File: src/rtl/ir_pointer_unit_pkg.sv
// -----------------------------------------------------------------------------
// ir_pointer_unit_pkg
// Shared encodings for the instruction-pointer / fetch stage:
//   - IR mode encodings driven by the core controller (IDLE/RST/WORK)
//   - jump/control command encodings produced by the decoder
//   - FSM state encodings of ir_pointer_unit
//   - bit positions inside the comparator flag vector {larger, smaller, equal}
// -----------------------------------------------------------------------------
package ir_pointer_unit_pkg;

   typedef enum logic [1:0] {
      MODE_IDLE = 2'b00,
      MODE_RST  = 2'b01,
      MODE_WORK = 2'b10,
      MODE_RSVD = 2'b11   // behaves exactly like IDLE
   } ir_mode_e;

   typedef enum logic [2:0] {
      CMD_NONE    = 3'd0,
      CMD_LARGER  = 3'd1,
      CMD_SMALLER = 3'd2,
      CMD_EQUAL   = 3'd3,
      CMD_UNEQUAL = 3'd4,
      CMD_DIRECT  = 3'd5,
      CMD_WAIT    = 3'd6,
      CMD_STOP    = 3'd7
   } jump_cmd_e;

   typedef enum logic [2:0] {
      S_RST   = 3'd0,
      S_FETCH = 3'd1,
      S_HOLD  = 3'd2,
      S_WAIT  = 3'd3,
      S_STOP  = 3'd4
   } state_e;

   localparam int FLAG_LARGER  = 2;
   localparam int FLAG_SMALLER = 1;
   localparam int FLAG_EQUAL   = 0;

   localparam int JUMP_CNT_WIDTH = 16;

endpackage

File: src/rtl/ir_pointer_unit_jump_resolver.sv
// -----------------------------------------------------------------------------
// ir_pointer_unit_jump_resolver
// Purely combinational decode of a jump/control command against the
// comparator flags.
// Ports:
//   i_valid     command present (already qualified by the caller)
//   i_cmd       jump command encoding (jump_cmd_e)
//   i_flags     comparator flags {larger, smaller, equal}
//   o_take      branch is taken: load the jump target into the pointer
//   o_wait_req  WAIT command: park in S_WAIT after the current word
//   o_stop_req  STOP command: halt in S_STOP after the current word
// -----------------------------------------------------------------------------
module ir_pointer_unit_jump_resolver
   import ir_pointer_unit_pkg::*;
(
   input  logic       i_valid,
   input  logic [2:0] i_cmd,
   input  logic [2:0] i_flags,
   output logic       o_take,
   output logic       o_wait_req,
   output logic       o_stop_req
);

   always_comb begin
      // NOTE: every combinational output gets a default before any branch, so no path can leave it unassigned and infer a latch.
      o_take     = 1'b0;
      o_wait_req = 1'b0;
      o_stop_req = 1'b0;
      if (i_valid) begin
         case (jump_cmd_e'(i_cmd))
            CMD_NONE:    ;
            CMD_LARGER:  o_take     = i_flags[FLAG_LARGER];
            CMD_SMALLER: o_take     = i_flags[FLAG_SMALLER];
            CMD_EQUAL:   o_take     = i_flags[FLAG_EQUAL];
            CMD_UNEQUAL: o_take     = !i_flags[FLAG_EQUAL];
            CMD_DIRECT:  o_take     = 1'b1;
            CMD_WAIT:    o_wait_req = 1'b1;
            CMD_STOP:    o_stop_req = 1'b1;
         endcase
      end
   end

endmodule

File: src/rtl/ir_pointer_unit.sv
// -----------------------------------------------------------------------------
// ir_pointer_unit
// Instruction pointer and fetch stage behind the core controller. Owns the
// instruction pointer, issues fetch requests to instruction memory, holds
// each fetched word for the decoder under a valid/ready handshake and applies
// jump / WAIT / STOP commands while a word is held.
//
// Configuration macro: IR_JUMP_STATS_EN adds o_jump_taken_cnt, a saturating
// count of taken jumps cleared by rst or RST mode.
//
// Ports:
//   clk, rst          clock, synchronous active-high reset
//   i_ir_mode         controller mode (IDLE/RST/WORK, 2'b11 = IDLE)
//   i_jump_valid      jump/control command present
//   i_jump_cmd        command encoding (jump_cmd_e)
//   i_jump_target     branch destination
//   i_flags           comparator flags {larger, smaller, equal}
//   i_resume          leave S_WAIT
//   o_fetch_req       instruction memory read request
//   o_fetch_addr      read address (the pointer)
//   i_fetch_ack       memory data valid
//   i_fetch_data      fetched word
//   o_ir_valid        instruction word held for the decoder
//   o_ir_data         instruction word
//   i_ir_ready        decoder accepts the word
//   o_pointer         current pointer
//   o_stopped         core halted
//   o_jump_taken_cnt  taken-jump counter (IR_JUMP_STATS_EN only)
// -----------------------------------------------------------------------------
module ir_pointer_unit
   import ir_pointer_unit_pkg::*;
#(
   parameter int unsigned               DATA_WIDTH = 16,
   parameter logic [DATA_WIDTH-1:0]     RESET_ADDR = '0
) (
   input  logic                  clk,
   input  logic                  rst,
   input  logic [1:0]            i_ir_mode,
   input  logic                  i_jump_valid,
   input  logic [2:0]            i_jump_cmd,
   input  logic [DATA_WIDTH-1:0] i_jump_target,
   input  logic [2:0]            i_flags,
   input  logic                  i_resume,
   output logic                  o_fetch_req,
   output logic [DATA_WIDTH-1:0] o_fetch_addr,
   input  logic                  i_fetch_ack,
   input  logic [DATA_WIDTH-1:0] i_fetch_data,
   output logic                  o_ir_valid,
   output logic [DATA_WIDTH-1:0] o_ir_data,
   input  logic                  i_ir_ready,
   output logic [DATA_WIDTH-1:0] o_pointer,
   output logic                  o_stopped
`ifdef IR_JUMP_STATS_EN
   ,
   output logic [JUMP_CNT_WIDTH-1:0] o_jump_taken_cnt
`endif
);

   state_e                r_state;
   logic [DATA_WIDTH-1:0] r_pointer;
   logic                  r_fetch_req;
   logic                  r_ir_valid;
   logic [DATA_WIDTH-1:0] r_ir_data;
   logic                  r_stopped;
   // WAIT/STOP seen in S_HOLD before the decoder released the word.
   logic                  r_pend_wait;
   logic                  r_pend_stop;

   state_e                w_next_state;
   logic [DATA_WIDTH-1:0] w_next_pointer;
   logic                  w_next_fetch_req;
   logic                  w_next_ir_valid;
   logic [DATA_WIDTH-1:0] w_next_ir_data;
   logic                  w_next_stopped;
   logic                  w_next_pend_wait;
   logic                  w_next_pend_stop;

   logic                  w_mode_work;
   logic                  w_cmd_valid;
   logic                  w_take;
   logic                  w_wait_req;
   logic                  w_stop_req;

   assign w_mode_work = (ir_mode_e'(i_ir_mode) == MODE_WORK);
   // Commands only count while a word is held and the core is running.
   assign w_cmd_valid = i_jump_valid && (r_state == S_HOLD) && w_mode_work;

   ir_pointer_unit_jump_resolver u_jump_resolver (
      .i_valid    (w_cmd_valid),
      .i_cmd      (i_jump_cmd),
      .i_flags    (i_flags),
      .o_take     (w_take),
      .o_wait_req (w_wait_req),
      .o_stop_req (w_stop_req)
   );

   always_comb begin
      w_next_state     = r_state;
      w_next_pointer   = r_pointer;
      w_next_fetch_req = 1'b0;
      w_next_ir_valid  = r_ir_valid;
      w_next_ir_data   = r_ir_data;
      w_next_stopped   = r_stopped;
      w_next_pend_wait = r_pend_wait;
      w_next_pend_stop = r_pend_stop;

      case (ir_mode_e'(i_ir_mode))
         MODE_RST: begin
            // Abandons any outstanding request; a late ack lands in S_RST
            // and is dropped.
            w_next_state     = S_RST;
            w_next_pointer   = RESET_ADDR;
            w_next_ir_valid  = 1'b0;
            w_next_ir_data   = '0;
            w_next_stopped   = 1'b0;
            w_next_pend_wait = 1'b0;
            w_next_pend_stop = 1'b0;
         end
         MODE_WORK: begin
            case (r_state)
               S_RST: w_next_state = S_FETCH;
               S_FETCH: begin
                  // Qualified with the request so an ack in the first cycle
                  // after an IDLE freeze is not taken for ours.
                  if (i_fetch_ack && r_fetch_req) begin
                     w_next_ir_data  = i_fetch_data;
                     w_next_ir_valid = 1'b1;
                     w_next_pointer  = r_pointer + DATA_WIDTH'(1);
                     w_next_state    = S_HOLD;
                  end
               end
               S_HOLD: begin
                  if (w_take) begin
                     w_next_pointer = i_jump_target;
                  end
                  // Any real command replaces an earlier pending WAIT/STOP.
                  if (w_cmd_valid && (jump_cmd_e'(i_jump_cmd) != CMD_NONE)) begin
                     w_next_pend_wait = w_wait_req;
                     w_next_pend_stop = w_stop_req;
                  end
                  if (i_ir_ready) begin
                     w_next_ir_valid = 1'b0;
                     if (w_next_pend_stop) begin
                        w_next_state = S_STOP;
                     end else if (w_next_pend_wait) begin
                        w_next_state = S_WAIT;
                     end else begin
                        w_next_state = S_FETCH;
                     end
                     w_next_pend_wait = 1'b0;
                     w_next_pend_stop = 1'b0;
                  end
               end
               S_WAIT: begin
                  if (i_resume) begin
                     w_next_state = S_FETCH;
                  end
               end
               S_STOP: ;
               default: w_next_state = S_RST;
            endcase
            // Registered outputs are derived from the state being entered.
            w_next_fetch_req = (w_next_state == S_FETCH);
            w_next_stopped   = (w_next_state == S_STOP);
         end
         default: ;  // IDLE: freeze everything, drop the request
      endcase
   end

   always_ff @(posedge clk) begin
      // NOTE: sequential state uses non-blocking assignments only, so every register samples pre-edge values regardless of statement order.
      if (rst) begin
         r_state     <= S_RST;
         r_pointer   <= RESET_ADDR;
         r_fetch_req <= 1'b0;
         r_ir_valid  <= 1'b0;
         r_ir_data   <= '0;
         r_stopped   <= 1'b0;
         r_pend_wait <= 1'b0;
         r_pend_stop <= 1'b0;
      end else begin
         r_state     <= w_next_state;
         r_pointer   <= w_next_pointer;
         r_fetch_req <= w_next_fetch_req;
         r_ir_valid  <= w_next_ir_valid;
         r_ir_data   <= w_next_ir_data;
         r_stopped   <= w_next_stopped;
         r_pend_wait <= w_next_pend_wait;
         r_pend_stop <= w_next_pend_stop;
      end
   end

`ifdef IR_JUMP_STATS_EN
   logic [JUMP_CNT_WIDTH-1:0] r_jump_cnt;

   always_ff @(posedge clk) begin
      if (rst || (ir_mode_e'(i_ir_mode) == MODE_RST)) begin
         r_jump_cnt <= '0;
      end else if (w_take && (r_jump_cnt != {JUMP_CNT_WIDTH{1'b1}})) begin
         r_jump_cnt <= r_jump_cnt + JUMP_CNT_WIDTH'(1);
      end
   end

   assign o_jump_taken_cnt = r_jump_cnt;
`endif

   assign o_fetch_req  = r_fetch_req;
   assign o_fetch_addr = r_pointer;
   assign o_pointer    = r_pointer;
   assign o_ir_valid   = r_ir_valid;
   assign o_ir_data    = r_ir_data;
   assign o_stopped    = r_stopped;

`ifndef SYNTHESIS
   // A jump command outside S_HOLD must never move the pointer: outside
   // S_HOLD only an accepted fetch or RST mode may change it.
   a_jump_ignored_outside_hold : assert property (
      @(posedge clk) disable iff (rst)
      ((r_state != S_HOLD) && (ir_mode_e'(i_ir_mode) != MODE_RST) &&
       !((r_state == S_FETCH) && i_fetch_ack && r_fetch_req))
      |=> $stable(r_pointer)
   );
`endif

endmodule

File: config.mk
export PLATFORM = sky130hd
export DESIGN_NAME = ir_pointer_unit
export DESIGN_NICKNAME = d
export VERILOG_FILES = /design/src/rtl/ir_pointer_unit_pkg.sv /design/src/rtl/ir_pointer_unit_jump_resolver.sv /design/src/rtl/ir_pointer_unit.sv
export SDC_FILE = /design/constraint.sdc
export NUM_CORES = 1
export LEC_CHECK = 0
export ABC_AREA = 1
export CORE_MARGIN = 3
export CORE_UTILIZATION = 47
export CTS_CLUSTER_DIAMETER = 120
export CTS_CLUSTER_SIZE = 10
export DETAILED_ROUTE_END_ITERATION = 12
export PLACE_DENSITY = 0.84
export SLEW_MARGIN = 20
export SYNTH_ARGS = -nofsm -noshare
export SYNTH_HDL_FRONTEND = slang
export SYNTH_SLANG_ARGS = --single-unit
File: constraint.sdc
create_clock -name clk -period 3.8 [get_ports clk]
set_input_delay 0.38 -clock clk [delete_from_list [all_inputs] [get_ports clk]]
set_output_delay 0.38 -clock clk [all_outputs]
set_load 0.02 [all_outputs]
==> impl_metrics.yaml, run 1 <==
grt:
  grt_max_degree: 18
  track_usage_pct: 21.7
  antenna_found_initial: 0
  grt_pass1_vias: 2468
  grt_pass1_wl_um: 10800
  grt_overflow: 0
floorplan:
  die_area_sq_um: 5940
  row_count: 25
  die_y_um: 77.0
  core_area_sq_um: 4790
  start_util_pct: 49.6
  pin_count: 97
  die_x_um: 77.0
layout:
  final_cell_mix: "113 x nand2_1, 96 x clkdlybuf4s50_1, 40 x dfxtp_1"
  syn2layout_area_growth_pct: 41.0
  antenna_cells: 0
  final_common_cell: "nand2_1"
  utilization_pct: 69.9
  stdcell_count: 505
  nNetsFinal: 485
  design_area_sq_um: 3350
  fillers: 418
  drive_gt1_share_pct: 7.53
clock_network:
  cts_max_path_buffers: 2
  cts-htree-levels: 2
  clk_pin_slew_ns: 0.08
  cts_tree: "built"
  cts_setup_buffers: 0
  cts_buffers: 5
  cts_sinks: 40
  ctsHoldBuffers: 0
  cts_root_buffer: "clkbuf_8"
  cts-resized-gates: 0
  clkLatencyLatePin_ns: 0.29
timing:
  tns_ns: 0
  drv_slew: 0
  fin_crit_ns: 2.19
  fmax_mhz: 457
  finalSetupViolations: 0
  fin_skew_ns: 0.00239
  rsz0062_at_grt: "no"
  hold_viol: 0
  fin_crit_sh_pct: 57.6
  worst_pin_slew_ns: 0.626
  relSlewSlack_pct: 58.1
placement:
  gp_congestion: 0.871
  port_buffers: 96
  place_hpwl_um: 4680
  post_dp_cell_area_sq_um: 3230
  dp.cells: 497
worst_hold_path:
  holdPathStages: 2
  min_path_type: "reg -> reg"
run_status:
  status: "completed"
pwr:
  powerDensity_nw_per_um2: 308
  power_leakage_nw: 1.29
  ir_drop_uv: 180
route:
  via_per_inst: 5.00
  dr_total_vias: 2524
  drc_errors: 0
  route.antenna.remaining_nets: 0
  wl_per_cell_um: 12.5
  drt-total-wl_um: 6320
  drt-pass1-iter-count: 4
  drt_iter0_drc: 131
logic_synthesis:
  synth-edff-count: 0
  ys_warn_count: 0
  postSynthAreaPerCell_sq_um: 6.59
  ys.flop_type: "dfxtp_1"
  synthDistinctLibCells: 37
  yosysSeqAreaShare_pct: 33.8
  synthArstFlopShare_pct: 0
  netlist_area_sq_um: 2370
  synth_nets: 408
  ys_seq_elements: 40
  syn_inst: 360
setup_path:
  worstPathRequired_ns: 3.99
  rr_worst_depth: 8
  startpoint_type: "input port"
  critPathCaptureType: "register"
  arrival_ns: 2.38
  critPathMaxFanout: 17
  criticalPathCategory: "in -> reg"
flow_run:
  drv_cap: 0
routing by layer:
layer / vias to the layer above / track usage, % / share of wire (%)
li1: 1302 / - / -
met1: 1120 / 25.9 / 43
met2: 94 / 38.6 / 49
met3: 8 / 5.40 / 6.2
met4: 0 / 6.23 / 1.2
met5: - / 0 / 0
synthesized netlist by cell type, drive strengths merged (2+ instances only):
| library cell | n | area (sq um) |
|---|---|---|
| inv | 37 | 141 |
| nand4 | 6 | 37.5 |
| dfxtp | 40 | 801 |
| o21ai | 19 | 98.8 |
| a21oi | 38 | 220 |
| o21bai | 3 | 22.5 |
| or2 | 2 | 12.5 |
| buf | 23 | 180 |
| nand3 | 21 | 110 |
| nor2 | 32 | 135 |
| nor3 | 8 | 50.1 |
| nand2 | 117 | 459 |
| ha | 2 | 25.0 |
| clkbuf | 4 | 15.0 |
path summary, 6_finish.rpt:
kind	startpoint	end	slack, ns
setup / recovery	i_ir_mode[1]	o_fetch_addr[10]	1.61
hold / removal	o_stopped	o_stopped	0.46
setup reg to reg	r_state[2]	o_fetch_addr[10]	2.03
hold reg to reg	o_stopped	o_stopped	0.46
stage by stage:
| step | hold WS (ns) | worst slack (ns) | power, mW |
|---|---|---|---|
| 6_report | 0.459 | 1.61 | 1.03 |
| 5_1_grt | 0.482 | 1.44 | 1.08 |
| 4_1_cts | 0.466 | 1.63 | 1.04 |
| 3_5_place_dp | 0.452 | 1.32 | 0.676 |
| 3_3_place_gp | 0.444 | 1.40 | 0.673 |
| 2_1_floorplan | 0.444 | 2.13 | 0.584 |
logic make-up after synthesis:
group           count (synthesis)  synth area share [%]
fa+ha+maj                       2                  1.05
simple gates                  188                  34.5
xor+xnor                        1                 0.369
buf+inv                        64                  14.2
flops                          40                  33.8
compound gates                 65                  16.1
layout make-up:
cell class / instances / area, sq um / area share (%)
Multi-Input combinational cell: 256 / 1230 / 36.9
Timing Repair Buffer: 97 / 968 / 28.9
Sequential cell: 40 / 801 / 23.9
Inverter: 37 / 141 / 4.23
Tap cell: 67 / 83.8 / 2.51
Clock buffer: 5 / 68.8 / 2.06
Clock inverter: 3 / 47.5 / 1.42
state kept, by name, summed over array words and instances, names as in the netlist:
name and count:
r_pend_stop 1, r_state 3, o_fetch_req 1, o_ir_valid 1, r_pend_wait 1, o_fetch_addr 16
o_ir_data 16, o_stopped 1
worst max-delay path, cell delays in order:
cell and delay [ns]:
clkdlybuf4s50_1 0.47, ha_1 0.37, nand3_2 0.18, inv_2 0.27
nand2_1 0.14, nand2_4 0.20, inv_4 0.13, o21ai_0 0.17
nor2_1 0.06
report_power, final:
part / internal [mW] / leakage [nW] / switching [mW] / total (mW)
sequential: 0.432 / 0.324 / 0.0200 / 0.452
clock: 0.198 / 0.0583 / 0.164 / 0.362
combinational: 0.106 / 0.904 / 0.110 / 0.216
(Power assumes the default switching activity.)
==> run 2: changes to the inputs <==
CORE_UTILIZATION = 43   (was 47)
PLACE_DENSITY = 0.78   (was 0.84)
clock period = 2.15 ns   (was 3.8 ns; I/O delays follow)
==> run 2 against run 1 <==
- worst hold slack better by 0.0018 ns
- count of clock-buffer cells in the layout unchanged
- cell count up 2.4%
- via count up 1.0%
- flip-flop and latch count unchanged
- global-route usage down 1.7 points
- critical path type unchanged
==> impl_metrics.yaml, run 2 (synthesized netlist as in run 1, its figures left out) <==
run_status:
  status: "completed"
route:
  drt-pass1-iter-count: 4
  dr_total_vias: 2550
  route.antenna.remaining_nets: 0
  drt-total-wl_um: 6280
  drt_iter0_drc: 105
  wl_per_cell_um: 12.2
  via_per_inst: 4.93
  drc_errors: 0
layout:
  nNetsFinal: 494
  fillers: 471
  final_cell_mix: "113 x nand2_1, 96 x clkdlybuf4s50_1, 40 x dfxtp_1"
  syn2layout_area_growth_pct: 42.8
  stdcell_count: 517
  final_common_cell: "nand2_1"
  antenna_cells: 0
  drive_gt1_share_pct: 9.40
grt:
  track_usage_pct: 20.0
  grt_pass1_vias: 2412
  grt_max_degree: 18
  grt_pass1_wl_um: 10500
  antenna_found_initial: 0
  grt_overflow: 0
placement:
  dp.cells: 509
  gp_congestion: 0.885
  port_buffers: 96
  place_hpwl_um: 4760
clock_network:
  cts_buffers: 5
  cts-htree-levels: 2
  clkLatencyLatePin_ns: 0.29
  ctsHoldBuffers: 0
  cts_setup_buffers: 0
  cts_tree: "built"
  cts_sinks: 40
  cts-resized-gates: 0
  clk_pin_slew_ns: 0.08
  cts_max_path_buffers: 2
  cts_root_buffer: "clkbuf_8"
pwr:
  finalPower_mw: 1.68
  ir_drop_uv: 302
  power_leakage_nw: 1.32
  powerDensity_nw_per_um2: 497
setup_path:
  worstPathRequired_ns: 2.34
  arrival_ns: 2.03
  critPathMaxFanout: 17
  startpoint_type: "input port"
  criticalPathCategory: "in -> reg"
  critPathCaptureType: "register"
timing:
  fin_crit_sh_pct: 86.0
  fmax_mhz: 541
  finalSetupViolations: 0
  tns_ns: 0
  drv_slew: 0
  fin_crit_ns: 1.85
  worst_pin_slew_ns: 0.348
  fin_skew_ns: 0.00603
  hold_viol: 0
  rsz0062_at_grt: "no"
  relSlewSlack_pct: 76.8
floorplan:
  pin_count: 97
  die_area_sq_um: 6440
  row_count: 26
  start_util_pct: 45.6
  die_x_um: 80.3
  core_area_sq_um: 5200
  die_y_um: 80.3
worst_hold_path:
  min_path_type: "reg -> reg"
flow_run:
  drv_cap: 0
## run 2: final cells by class
| class | count | area [sq um] | area share, % |
|---|---|---|---|
| clock buffer | 5 | 68.8 | 2.03 |
| clock inverter | 3 | 18.8 | 0.554 |
| inverter | 37 | 141 | 4.17 |
| multi-input combinational | 256 | 1230 | 36.4 |
| sequential | 40 | 801 | 23.6 |
| tap | 70 | 87.6 | 2.58 |
| timing repair buffer | 106 | 1040 | 30.6 |
## run 2: final timing paths
kind                      from               end  slack [ns]  cells after the start
setup reg to reg    r_state[0]  o_fetch_addr[14]        0.41                      9
hold reg to reg   o_ir_data[1]      o_ir_data[1]        0.46                      2
setup / recovery  i_ir_mode[1]   o_fetch_addr[9]        0.30                     10
hold / removal    o_ir_data[1]      o_ir_data[1]        0.46                      2
## run 2: worst max-delay path, cell delays in order
cell,delay [ns]
clkdlybuf4s50_1,0.47
ha_1,0.36
nand3_2,0.13
buf_4,0.16
inv_2,0.05
nand2_1,0.08
nand2_4,0.18
inv_4,0.13
o21ai_0,0.19
nor2_1,0.07
## run 2: layer usage
metal	part of all wire, %	vias to the layer above	track usage, %
met1	45	1135	25.1
met5	0	-	0
met4	0.75	0	5.24
met2	46	94	33.7
met3	8.2	7	5.49
li1	-	1314	-
## run 2: per-stage QoR
step	worst slack (ns)	util (%)	instance area, sq um	hold slack [ns]
global route	0.129	65.1	3390	0.473
CTS	0.311	65.1	3390	0.463
global placement	0.0766	63.4	3300	0.447
finish	0.302	65.1	3390	0.461
detailed placement	0.00614	63.4	3300	0.451
floorplan	0.497	-	2370	0.362
## run 2: where the power goes
group | switching, mW | total (mW) | internal [mW]
combinational | 0.198 | 0.396 | 0.198
sequential | 0.0343 | 0.797 | 0.763
clock | 0.265 | 0.491 | 0.226
==> run 3: changes to the inputs <==
PLACE_DENSITY = 0.82   (was 0.78)
==> run 3 against run 2 <==
- worst hold slack worse by 0.00079 ns
- die area unchanged
- total power grew 9.7%
- critical path depth unchanged
- count of clock-buffer cells in the layout up 1
- worst setup slack better by 0.056 ns
- combinational power barely moved
- utilization rose by 0.79 points
- register-to-register slack lost 0.05 ns
- global-route usage up 0.56 points
- clock power grew 33%
- largest cell class unchanged
- largest power group unchanged
==> impl_metrics.yaml, run 3 (synthesized netlist as in run 1, its figures left out) <==
run_status:
  status: "completed"
timing:
  finalSetupViolations: 0
  fin_crit_ns: 1.79
  relSlewSlack_pct: 77.8
  hold_viol: 0
  fmax_mhz: 558
  worst_pin_slew_ns: 0.332
  fin_crit_sh_pct: 83.4
  fin_skew_ns: 0.00752
  drv_slew: 0
  tns_ns: 0
  rsz0062_at_grt: "no"
placement:
  place_hpwl_um: 4910
  post_dp_cell_area_sq_um: 3310
  gp_congestion: 0.868
  port_buffers: 96
clock_network:
  cts-resized-gates: 0
  clk_pin_slew_ns: 0.08
  cts_setup_buffers: 0
  cts-htree-levels: 2
  cts_sinks: 40
  ctsHoldBuffers: 0
  cts_tree: "built"
  cts_max_path_buffers: 2
  cts_root_buffer: "clkbuf_8"
  clkLatencyLatePin_ns: 0.30
  cts_buffers: 5
layout:
  final_cell_mix: "113 x nand2_1, 96 x clkdlybuf4s50_1, 40 x dfxtp_1"
  antenna_cells: 0
  design_area_sq_um: 3430
  drive_gt1_share_pct: 9.60
  nNetsFinal: 495
  syn2layout_area_growth_pct: 44.6
  fillers: 482
  final_common_cell: "nand2_1"
floorplan:
  die_area_sq_um: 6440
  die_x_um: 80.3
  start_util_pct: 45.6
  die_y_um: 80.3
  row_count: 26
  core_area_sq_um: 5200
  pin_count: 97
route:
  drt_iter0_drc: 150
  route.antenna.remaining_nets: 0
  drt-total-wl_um: 6440
  via_per_inst: 4.99
  drt-pass1-iter-count: 4
  dr_total_vias: 2585
  wl_per_cell_um: 12.4
  drc_errors: 0
pwr:
  powerDensity_nw_per_um2: 539
  ir_drop_uv: 254
  power_leakage_nw: 1.34
grt:
  grt_max_degree: 18
  track_usage_pct: 20.6
  grt_pass1_wl_um: 10600
  grt_pass1_vias: 2447
  grt_overflow: 0
  antenna_found_initial: 0
setup_path:
  slowest_delay_ns: 0.42
  slowest_stage: "dfxtp_1"
  critPathCaptureType: "register"
  path_delay_family: "simple AND/OR/NAND/NOR gates"
  path_buf_inv: 1
  worstPathRequired_ns: 2.35
  r2r-end: "o_fetch_addr[10]"
  r2r_start: "o_fetch_addr[1]"
  r2r_setup_slack_ns: 0.36
  arrival_ns: 1.99
  rr_worst_depth: 10
  criticalPathCategory: "reg -> reg"
  path_cells: "ha_1, nand4_1, inv_1, nand3_1, nor2_1, nand3_1, nand3_1, nand2_1, nor2_1, nor2_1"
  startpoint_type: "register"
  critPathMaxFanout: 5
worst_hold_path:
  min_to: "o_stopped"
  min_from: "o_stopped"
  holdPathStages: 2
  min_path_type: "reg -> reg"
flow_run:
  drv_cap: 0
-- run 3: cell types whose count changed in the layout (fill, tap and decap cells not counted), sizes merged --
| cell | previous run | this run |
|---|---|---|
| clkinv | 3 | 1 |
| buf | 10 | 11 |
| bufinv | 0 | 1 |
| clkbuf | 5 | 6 |
-- run 3: worst max-delay path by stage --
stage	from	to	cells after the start
2_1_floorplan	o_fetch_addr[0]	o_fetch_addr[10]	10
3_3_place_gp	i_ir_mode[0]	o_fetch_addr[15]	11
3_5_place_dp	i_ir_mode[0]	r_state[1]	12
4_1_cts	o_fetch_addr[1]	o_fetch_addr[10]	10
5_1_grt	o_fetch_addr[1]	o_fetch_addr[12]	11
6_report	o_fetch_addr[1]	o_fetch_addr[10]	10
-- run 3: final cells by class --
class | count | area (sq um) | area share (%)
Clock buffer | 6 | 82.6 | 2.41
Tap cell | 70 | 87.6 | 2.55
Multi-Input combinational cell | 256 | 1230 | 36.0
Timing Repair Buffer | 107 | 1040 | 30.4
Clock inverter | 2 | 38.8 | 1.13
Inverter | 37 | 141 | 4.12
Sequential cell | 40 | 801 | 23.3
-- run 3: per-layer routing --
layer / global-route usage (%) / part of all wire (%) / up-vias
met5: 0 / 0 / -
met4: 7.09 / 1.7 / 0
met3: 5.27 / 6.8 / 11
met2: 34.8 / 47 / 101
met1: 25.3 / 44 / 1158
li1: - / - / 1315
-- run 3: stage by stage --
| step | hold slack, ns | utilization (%) | setup WS, ns | std cells | power [mW] |
|---|---|---|---|---|---|
| 3_5_place_dp | 0.455 | 63.6 | 0.116 | 510 | 1.21 |
| 6_report | 0.460 | 65.9 | 0.357 | 518 | 1.85 |
| 3_3_place_gp | 0.449 | 63.6 | 0.186 | 510 | 1.21 |
| 4_1_cts | 0.465 | 65.9 | 0.371 | 518 | 1.86 |
| 2_1_floorplan | 0.362 | - | 0.497 | 360 | 1.03 |
| 5_1_grt | 0.470 | 65.9 | 0.0898 | 518 | 1.94 |
-- run 3: worst reg2reg max path, cell delays in order, from the launching register on --
cell,delay [ns]
dfxtp_1,0.42
ha_1,0.24
nand4_1,0.19
inv_1,0.15
nand3_1,0.10
nor2_1,0.20
nand3_1,0.10
nand3_1,0.10
nand2_1,0.05
nor2_1,0.09
nor2_1,0.05
-- run 3: report_power, final --
group          switching [mW]  internal (mW)  leakage (nW)  total (mW)
combinational           0.197          0.200         0.952       0.397
sequential             0.0355          0.763         0.324       0.798
clock                   0.273          0.380        0.0614       0.653
